**src/rtl/posit_to_float_if.sv**
```systemverilog
// posit_to_float_if -- operand/result bundle for the posit-to-float32 converter.
//
// Ports (signals carried by the interface):
//    in      posit operand, N bits, two's-complement encoded
//    start   operand on `in` is valid this cycle
//    result  IEEE-754 single-precision value
//    inf     operand was NaR
//    zero    operand was all zeros
//    done    result/inf/zero are valid this cycle
//
// The master drives operands and consumes results; the slave is the converter.
interface posit_to_float_if #(
   parameter int N = 8
);
   logic [N-1:0] in;
   logic         start;
   logic [31:0]  result;
   logic         inf;
   logic         zero;
   logic         done;

   modport master (
      output in, start,
      input  result, inf, zero, done
   );

   modport slave (
      input  in, start,
      output result, inf, zero, done
   );
endinterface

```
**src/rtl/posit_to_float.sv**
```systemverilog
// posit_to_float -- three-stage pipelined conversion of an N-bit posit with
// es exponent bits into an IEEE-754 single-precision word. Parameters are
// restricted so the conversion is always exact, so there is no rounding.
//
// Ports:
//    aclk     clock, rising edge
//    aresetn  asynchronous active-low reset
//    bus      posit_to_float_if slave: in/start in, result/inf/zero/done out
//
// Pipeline: stage 1 takes magnitude and specials, stage 2 decodes the regime,
// stage 3 extracts exponent/fraction and packs the float. done is start
// delayed by exactly three cycles; there is no backpressure.
module posit_to_float #(
   parameter int N  = 8,
   parameter int es = 4,
   parameter int Bs = $clog2(N)
) (
   input logic             aclk,
   input logic             aresetn,
   posit_to_float_if.slave bus
);

   // Bits of the post-regime field that can reach exponent or fraction.
   localparam int TOPW = es + 23;
   localparam int TAKE = (N - 1 < TOPW) ? N - 1 : TOPW;

   // Refuse configurations whose scale range cannot be represented exactly.
   if (N < 3 || N > 25 || es < 0 || (N - 1) * (2 ** es) > 126) begin : g_param_check
      $error("posit_to_float: illegal N/es combination");
   end

   logic             in_nz;
   logic [N-2:0]     in_mag;

   logic             v1;
   logic             s1_sign;
   logic             s1_nar;
   logic             s1_zero;
   logic [N-2:0]     s1_x;

   logic             rc;
   logic             run;
   logic [Bs-1:0]    lead;
   logic signed [Bs:0] lead_s;
   logic signed [Bs:0] k_val;
   logic [Bs:0]      shift_amt;
   logic [N-2:0]     r_field;

   logic             v2;
   logic             s2_sign;
   logic             s2_nar;
   logic             s2_zero;
   logic signed [Bs:0] s2_k;
   logic [N-2:0]     s2_r;

   logic [TOPW-1:0]  top;
   logic signed [Bs+TOPW:0] k_top;
   logic [7:0]       exp_field;
   logic [31:0]      packed_val;

   // Stage 1 inputs: negating only the low N-1 bits is enough, because the
   // low bits of a two's-complement negation depend only on the low bits.
   always_comb begin
      in_nz  = |bus.in[N-2:0];
      in_mag = bus.in[N-1] ? -bus.in[N-2:0] : bus.in[N-2:0];
   end

   // Stage 1 register: sign, special-case flags and magnitude bits.
   always_ff @(posedge aclk or negedge aresetn) begin
      if (!aresetn) begin
         v1      <= 1'b0;
         s1_sign <= 1'b0;
         s1_nar  <= 1'b0;
         s1_zero <= 1'b0;
         s1_x    <= '0;
      end else begin
         v1      <= bus.start;
         s1_sign <= bus.in[N-1];
         s1_nar  <= bus.in[N-1] & ~in_nz;
         s1_zero <= ~bus.in[N-1] & ~in_nz;
         s1_x    <= in_mag;
      end
   end

   // Regime decode: count the run of bits equal to the first one (this
   // naturally saturates at N-1), turn it into k, and shift the run plus its
   // terminating bit out. The shift amount is one bit wider than the count so
   // that a run of N-1 followed by +1 does not wrap.
   always_comb begin
      rc   = s1_x[N-2];
      run  = 1'b1;
      lead = '0;
      for (int i = N - 2; i >= 0; i--) begin
         if (run && (s1_x[i] == rc)) begin
            lead = lead + Bs'(1);
         end else begin
            run = 1'b0;
         end
      end
      lead_s    = $signed({1'b0, lead});
      k_val     = rc ? (lead_s - $signed((Bs + 1)'(1))) : -lead_s;
      shift_amt = {1'b0, lead} + (Bs + 1)'(1);
      r_field   = s1_x << shift_amt;
   end

   // Stage 2 register: regime value and the remaining exponent/fraction bits.
   always_ff @(posedge aclk or negedge aresetn) begin
      if (!aresetn) begin
         v2      <= 1'b0;
         s2_sign <= 1'b0;
         s2_nar  <= 1'b0;
         s2_zero <= 1'b0;
         s2_k    <= '0;
         s2_r    <= '0;
      end else begin
         v2      <= v1;
         s2_sign <= s1_sign;
         s2_nar  <= s1_nar;
         s2_zero <= s1_zero;
         s2_k    <= k_val;
         s2_r    <= r_field;
      end
   end

   // Field extraction: the remaining bits are left-aligned in a window of
   // es exponent bits followed by 23 fraction bits, so truncated exponent
   // bits and missing fraction bits both read as zero. Because 0 <= e < 2^es,
   // k*2^es + e is simply {k, e}; arithmetic-shifting {k, e, frac} right by
   // 23 gives the signed scale, and only its low 8 bits matter after the bias.
   always_comb begin
      top = '0;
      for (int i = 0; i < TAKE; i++) begin
         top[TOPW-1-i] = s2_r[N-2-i];
      end
      k_top     = {s2_k, top};
      exp_field = 8'(k_top >>> 23) + 8'd127;
      if (s2_nar) begin
         packed_val = 32'h7FC0_0000;
      end else if (s2_zero) begin
         packed_val = 32'h0000_0000;
      end else begin
         packed_val = {s2_sign, exp_field, top[22:0]};
      end
   end

   // Stage 3 register: the outputs themselves, so nothing combinational
   // reaches the ports.
   always_ff @(posedge aclk or negedge aresetn) begin
      if (!aresetn) begin
         bus.done   <= 1'b0;
         bus.result <= 32'h0000_0000;
         bus.inf    <= 1'b0;
         bus.zero   <= 1'b0;
      end else begin
         bus.done   <= v2;
         bus.result <= packed_val;
         bus.inf    <= s2_nar;
         bus.zero   <= s2_zero;
      end
   end

endmodule

```
**src/flat_wrapper.sv**
```systemverilog
// flat-port wrapper written by rule: the top's interface ports become plain ports
module posit_to_float_flat 
#(
   parameter int N  = 8,
   parameter int es = 4,
   parameter int Bs = $clog2(N)
)
  (aclk, aresetn, bus_in, bus_start, bus_result, bus_inf, bus_zero, bus_done);
  posit_to_float_if #(.N(N)) bus_i ();
  input logic aclk;
  input logic aresetn;
  input wire logic [$bits(bus_i.in)-1:0] bus_in;
  input wire logic [$bits(bus_i.start)-1:0] bus_start;
  output wire logic [$bits(bus_i.result)-1:0] bus_result;
  output wire logic [$bits(bus_i.inf)-1:0] bus_inf;
  output wire logic [$bits(bus_i.zero)-1:0] bus_zero;
  output wire logic [$bits(bus_i.done)-1:0] bus_done;
  assign bus_i.in = bus_in;
  assign bus_i.start = bus_start;
  assign bus_result = bus_i.result;
  assign bus_inf = bus_i.inf;
  assign bus_zero = bus_i.zero;
  assign bus_done = bus_i.done;
  posit_to_float #(.N(N), .es(es), .Bs(Bs)) u_core (.aclk(aclk), .aresetn(aresetn), .bus(bus_i));
endmodule
```
**config.mk**
```make
export PLATFORM = sky130hd
export DESIGN_NAME = posit_to_float_flat
export DESIGN_NICKNAME = d
export VERILOG_FILES = /design/src/rtl/posit_to_float_if.sv /design/src/rtl/posit_to_float.sv /design/src/flat_wrapper.sv
export SDC_FILE = /design/constraint.sdc
export NUM_CORES = 1
export LEC_CHECK = 0
export BUFFER_PORTS_ARGS = -buffer_cell sky130_fd_sc_hd__buf_2
export CAP_MARGIN = 25
export CORE_MARGIN = 3
export CORE_UTILIZATION = 44
export CTS_BUF_LIST = sky130_fd_sc_hd__clkbuf_16
export DETAILED_ROUTE_END_ITERATION = 8
export PLACE_DENSITY = 0.75
export SETUP_SLACK_MARGIN = 0.15
export SYNTH_ARGS = -nofsm -noshare
export SYNTH_HDL_FRONTEND = slang
export SYNTH_SLANG_ARGS = --single-unit
export TNS_END_PERCENT = 20
```
**constraint.sdc**
```tcl
create_clock -name aclk -period 3.2 [get_ports aclk]
set_input_delay 0.32 -clock aclk [delete_from_list [all_inputs] [get_ports aclk]]
set_output_delay 0.32 -clock aclk [all_outputs]
set_load 0.03 [all_outputs]
```
After elaboration in Yosys (flattened, before gate mapping)
Index checks and enable logic that the tools add are counted.
{"block": "op_classes", "n_addsub": 10, "bitwise_logic": 4, "shift": 1, "n_mux": 15, "reduce_logical": 6, "eq_ne": 6}
{"cell": "$mux W32", "count": 2}
{"cell": "$add A3 B1 Y3 const B", "count": 5}
{"cell": "$mux W3", "count": 5}
{"cell": "$add A8 B7 Y8 const B", "count": 1}
{"cell": "$mux W7", "count": 1}
{"cell": "$neg A7 Y7", "count": 1}
{"cell": "$reduce_or A7 Y1", "count": 1}
{"cell": "$shl A7 B4 Y7", "count": 1}
{"cell": "$eq A1 B1 Y1", "count": 6}
{"cell": "$logic_and A1 B1 Y1", "count": 5}
{"cell": "$mux W1", "count": 5}
{"cell": "$add A3 B1 Y4 const B", "count": 1}
{"cell": "$mux W4", "count": 1}
{"cell": "$neg A3 Y4", "count": 1}
{"cell": "$sub A3 B1 Y4 const B", "count": 1}
{"cell": "$and A1 B1 Y1", "count": 2}
{"cell": "$mux W2", "count": 1}
{"cell": "$not A1 Y1", "count": 2}
{"block": "totals", "output_inout_bits": 35, "in_bits": 11, "reg_bits": 61, "elab_cells": 57}

Depth between registers and ports, before layout
{"block": "depth", "ltp_word": 14, "mapped_depth": 13, "mapped_depth_nobuf": 10}

Least setup slack after synthesis
No wires, ideal clock.
{"block": "synth_path", "path_kind": "reg2reg", "start": "reg u_core.s1_x[4]", "end": "reg u_core.s2_r[6]", "required_time_ns": 3.065, "path_buffers": 3, "path_slack_ns": 0.581, "stages_incl_launch_ff": 13, "period_less_slack_ns": 2.619, "t_arrival_ns": 2.484, "setup_ns": 0.135, "cell_sequence": "dfrtp_1 buf_2 and4_1 buf_4 mux2i_2 o21ai_4 ha_1 clkbuf_1 inv_1 a21oi_1 o221ai_1 a221oi_1 o32ai_1"}
{"block": "synth_via", "elab_chain_len": 13, "word_cells_on_any_way": 21, "cone_classes": "add/sub (5); eq/ne (1); shift (1); mux (9); reduce/logical (5)"}
{"item": "from (decl)", "line": "posit_to_float.sv:39", "rtl": "logic [N-2:0] s1_x;"}
{"item": "from (signal assigned)", "line": "posit_to_float.sv:81", "rtl": "s1_x <= in_mag;"}
{"item": "$eq A1 B1 Y1", "line": "posit_to_float.sv:94", "rtl": "if (run && (s1_x[i] == rc)) begin"}
{"item": "$logic_and A1 B1 Y1", "line": "posit_to_float.sv:94"}
{"item": "$mux W3 / $mux W1 (equally long branches)", "line": "posit_to_float.sv:94"}
{"item": "$add A3 B1 Y3 / $logic_and A1 B1 Y1 (equally long branches)", "line": "posit_to_float.sv:95, posit_to_float.sv:94"}
{"item": "$mux W3 / $mux W1 (equally long branches)", "line": "posit_to_float.sv:94"}
{"item": "$add A3 B1 Y3 / $logic_and A1 B1 Y1 (equally long branches)", "line": "posit_to_float.sv:95, posit_to_float.sv:94"}
{"item": "$mux W3 / $mux W1 (equally long branches)", "line": "posit_to_float.sv:94"}
{"item": "$add A3 B1 Y3 / $logic_and A1 B1 Y1 (equally long branches)", "line": "posit_to_float.sv:95, posit_to_float.sv:94"}
{"item": "$mux W3 / $mux W1 (equally long branches)", "line": "posit_to_float.sv:94"}
{"item": "$add A3 B1 Y3 / $logic_and A1 B1 Y1 (equally long branches)", "line": "posit_to_float.sv:95, posit_to_float.sv:94"}
{"item": "$mux W3", "line": "posit_to_float.sv:94"}
{"item": "$add A3 B1 Y4", "line": "posit_to_float.sv:102", "rtl": "shift_amt = {1'b0, lead} + (Bs + 1)'(1);"}
{"item": "$shl A7 B4 Y7 *", "line": "posit_to_float.sv:103", "rtl": "r_field = s1_x << shift_amt;"}
{"item": "net u_core.r_field[6]", "line": "posit_to_float.sv:47", "rtl": "logic [N-2:0] r_field;"}
{"item": "to (signal assigned)", "line": "posit_to_float.sv:121", "rtl": "s2_r <= r_field;"}
{"item": "to (decl)", "line": "posit_to_float.sv:54", "rtl": "logic [N-2:0] s2_r;"}
The timed path passes the listed nets; every way through them passes the cells marked *.

Worst setup path after layout
{"block": "layout_path", "start": "reg u_core.s1_x[6]", "end": "reg u_core.s2_r[6]"}
{"block": "layout_via", "elab_chain_len": 14, "word_cells_on_any_way": 29, "cone_classes": "add/sub (6); eq/ne (6); shift (1); mux (11); reduce/logical (5)"}
{"item": "$eq A1 B1 Y1", "line": "posit_to_float.sv:94"}
{"item": "$mux W2 / $mux W1 (equally long branches)", "line": "posit_to_float.sv:94"}
{"item": "$add A3 B1 Y3 / $logic_and A1 B1 Y1 (equally long branches)", "line": "posit_to_float.sv:95, posit_to_float.sv:94"}
{"item": "$mux W3 / $mux W1 (equally long branches)", "line": "posit_to_float.sv:94"}
{"item": "$add A3 B1 Y3 / $logic_and A1 B1 Y1 (equally long branches)", "line": "posit_to_float.sv:95, posit_to_float.sv:94"}
{"item": "$mux W3 / $mux W1 (equally long branches)", "line": "posit_to_float.sv:94"}
{"item": "$add A3 B1 Y3 / $logic_and A1 B1 Y1 (equally long branches)", "line": "posit_to_float.sv:95, posit_to_float.sv:94"}
{"item": "$mux W3 / $mux W1 (equally long branches)", "line": "posit_to_float.sv:94"}
{"item": "$add A3 B1 Y3 / $logic_and A1 B1 Y1 (equally long branches)", "line": "posit_to_float.sv:95, posit_to_float.sv:94"}
{"item": "$mux W3 / $mux W1 (equally long branches)", "line": "posit_to_float.sv:94"}
{"item": "$add A3 B1 Y3 / $logic_and A1 B1 Y1 (equally long branches)", "line": "posit_to_float.sv:95, posit_to_float.sv:94"}
{"item": "$mux W3", "line": "posit_to_float.sv:94"}
{"item": "$add A3 B1 Y4", "line": "posit_to_float.sv:102"}
{"item": "$shl A7 B4 Y7 *", "line": "posit_to_float.sv:103"}
{"item": "net u_core.r_field[6]", "line": "posit_to_float.sv:47"}
Marked as above.

==> key figures <==
Outcome
  – Run status: completed

Global routing
  – Met2 Track Usage GR: 22.5%
  – First-pass GRT wire length: 6210 um
  – GRT Total Usage: 13.0%
  – GRT Residual Overflow: 0
  – M1 GR Usage: 15.9%
  – Initial antenna violation count: 0
  – GR peak layer: met2
  – Largest net degree at the start of global routing: 42
  – Met3 Usage GRT: 3.52%
  – Vias in the first global route: 1,375

Logic synthesis
  – Mapped Area: 2230 um^2
  – Synth top area share: 46.0%
  – Yosys warns: 0
  – Top FF cell, synth: dfrtp_1
  – Post-synth ARST share: 100%
  – Area leader, netlist: dfrtp_1
  – Unique masters post-synth: 45
  – Synth top area cells: dfrtp_1 (46%), buf_4 (7.4%), xnor2_1 (4.7%)
  – FF+latch count, synth: 41
  – Number of flops mapped to enable cells by yosys: 0
  – Post-synthesis sequential area ratio: 46.0%
  – Syn Inst Count: 233
  – Syn Area/Cell: 9.56 um^2

Place
  – Placed Area: 2320 um^2
  – IO buf count: 25
  – Dpl hpwl: 2870 um
  – Worst slack, placed: 393 ps
  – Routability cong.: 0.884

Worst setup path
  – Critical Path Max Stage Delay: 530 ps
  – Crit. End Element: flop
  – Worst Path Buf+Inv: 1
  – FF-to-FF End: u_core.s2_r[6]
  – Critical path required time: 3350 ps
  – CP startpoint: u_core.s1_x[6]
  – R2R Setup Slk: 380 ps
  – Critical R2R Launch: u_core.s1_x[6]
  – Setup crit end: u_core.s2_r[6]
  – Critical Path Stages: 9
  – Critical-path cell with the highest stage delay: dfrtp_1
  – CP Data Arrival Time: 2970 ps
  – Worst Setup Start Kind: flop
  – Cell family with most CP delay: compound AO/OA/AOI/OAI gates
  – Worst path cell trace: or2_2 -> o22ai_1 -> o21ai_4 -> ha_1 -> inv_1 -> a21oi_1 -> o221ai_1 -> a221oi_1 -> o32ai_1
  – Worst Reg-to-Reg Cells: 9
  – Setup CP Type: flop to flop
  – Crit-path max FO: 14

Final layout
  – Layout fillers: 459
  – Area Growth Syn to Fin: 10.4%
  – Most frequent cells in the layout: dfrtp_1 (40), buf_2 (25), conb_1 (20)
  – Fin nets: 268
  – Multi-input logic area: 1010 um^2
  – Design Area, Final: 2460 um^2
  – Share of layout cells above drive strength 1: 16.9%
  – Antenna diode count: 0
  – Reg area: 1030 um^2
  – Commonest non-fill, non-tap cell in the layout: dfrtp_1

Routing
  – Post-route DRC: 0
  – Post-DR wirelength/cell: 11.8 um
  – Vias: 1,583
  – Detail Route Antenna Nets: 0
  – Final wirelength: 3800 um
  – Number of detailed-route iterations in the first pass: 4
  – Drt initial violations: 62
  – Via density: 4.93

Flow run
  – Maxcap violations: 0

Clock tree
  – Clock latency on the worst-skew pair: 270 ps
  – Number of gates resized after cts: 0
  – CTS tree: built
  – Post-CTS Setup Inserts: 0
  – CTS buffer count: 5
  – Clock Path Buffers: 2
  – H-tree Lvls: 2
  – Sink Count: 41
  – Root buf cell: clkbuf_16
  – CTS clk-pin slew, worst paths: 60 ps
  – Hold Buf Count CTS: 0

Floorplan
  – Core area: 4820 um^2
  – Effective utilization at floorplan: 46.3%
  – Cell Rows: 25
  – Die span in y: 77.2 um
  – Die area: 5950 um^2
  – Boundary Pins: 46
  – Die width: 77.2 um

Timing
  – Fmax: 0.355 GHz
  – Setup Skew: 4.81 ps
  – Final setup vio count: 0
  – Relative slew slack: 44.2%
  – Final Max Slew Viols: 0
  – PnR worst setup slack: 383 ps
  – Slew @ Worst Pin: 836 ps
  – RSZ-0062 raised after global routing: false
  – Final period util: 88.0%
  – Period minus WS final: 2820 ps
  – Endpoints failing hold: 0
  – Final TNS setup: 0 ps

Pwr
  – Pwr Total: 1.82 mW
  – Max IR drop VDD: 0.329 mV
  – PwrDens: 740 nW/um^2
  – Leakage: 1.16 nW

Hold path
  – Hold Crit Class: primary input to asynchronous set/reset pin
-- kinds of logic (layout without fill, tap and decap cells) --
family / Yosys count / count (layout) / synth area share, %
buffers and inverters: 47 / 49 / 11.8
multiplexers: 3 / 3 / 1.57
AND/OR/NAND/NOR: 68 / 68 / 15.8
flip-flops: 41 / 41 / 46.0
other: 1 / 20 / 0.168
adder cells (fa/ha/maj): 5 / 5 / 2.70
AO/OA/AOI/OAI: 54 / 54 / 16.4
XOR/XNOR: 14 / 14 / 5.50
-- Yosys cell counts (all sizes together) (8+ instances only) --
| cell type | n |
|---|---|
| a21o | 8 |
| buf | 25 |
| nor3 | 10 |
| xnor2 | 12 |
| nand2 | 15 |
| dfrtp | 41 |
| clkbuf | 9 |
| inv | 13 |
| nor2 | 17 |
| a21oi | 11 |
| o21ai | 14 |
-- stage by stage --
stage	util, %	std cells	hold WS, ps
finish	51.1	321	147
global route	51.1	321	147
CTS	51.0	321	145
detailed placement	48.1	313	340
global placement	48.1	313	334
floorplan	-	252	24.4
-- per-layer routing --
layer	up-vias	wire length (um)
li1	790	-
met1	744	1630
met2	47	1930
met3	2	216
met4	0	22
met5	-	0
-- sequential cells by signal, indices dropped and copies added, names as in the netlist --
name,cells
u_core.bus.done,1
u_core.bus.inf,1
u_core.bus.result,12
u_core.bus.zero,1
u_core.s1_nar,1
u_core.s1_sign,1
u_core.s1_x,7
u_core.s1_zero,1
u_core.s2_k,4
u_core.s2_nar,1
u_core.s2_r,7
u_core.s2_sign,1
u_core.s2_zero,1
u_core.v1,1
u_core.v2,1
-- layout make-up --
type	instances	share of cell area, %
repair buffers	28	6.00
flip-flops and latches	41	41.8
clock inverters	3	0.661
multi-input cells	164	41.1
inverters	13	1.98
clock buffers	5	5.09
well taps	67	3.41
-- worst min path at each step --
stage	cells after the start	end	slack, ps
6_report	1	u_core.bus.result[21]	150
5_1_grt	1	u_core.v1	150
4_1_cts	1	u_core.v1	140
3_5_place_dp	0	u_core.s2_sign	340
3_3_place_gp	0	u_core.bus.done	330
2_1_floorplan	0	u_core.bus.done	20
-- where the power goes --
part	switching, mW	internal, mW
clock network	0.181	0.285
registers	0.0801	0.637
logic	0.388	0.250
total	0.649	1.17
Power figures use the tool's default switching activity.
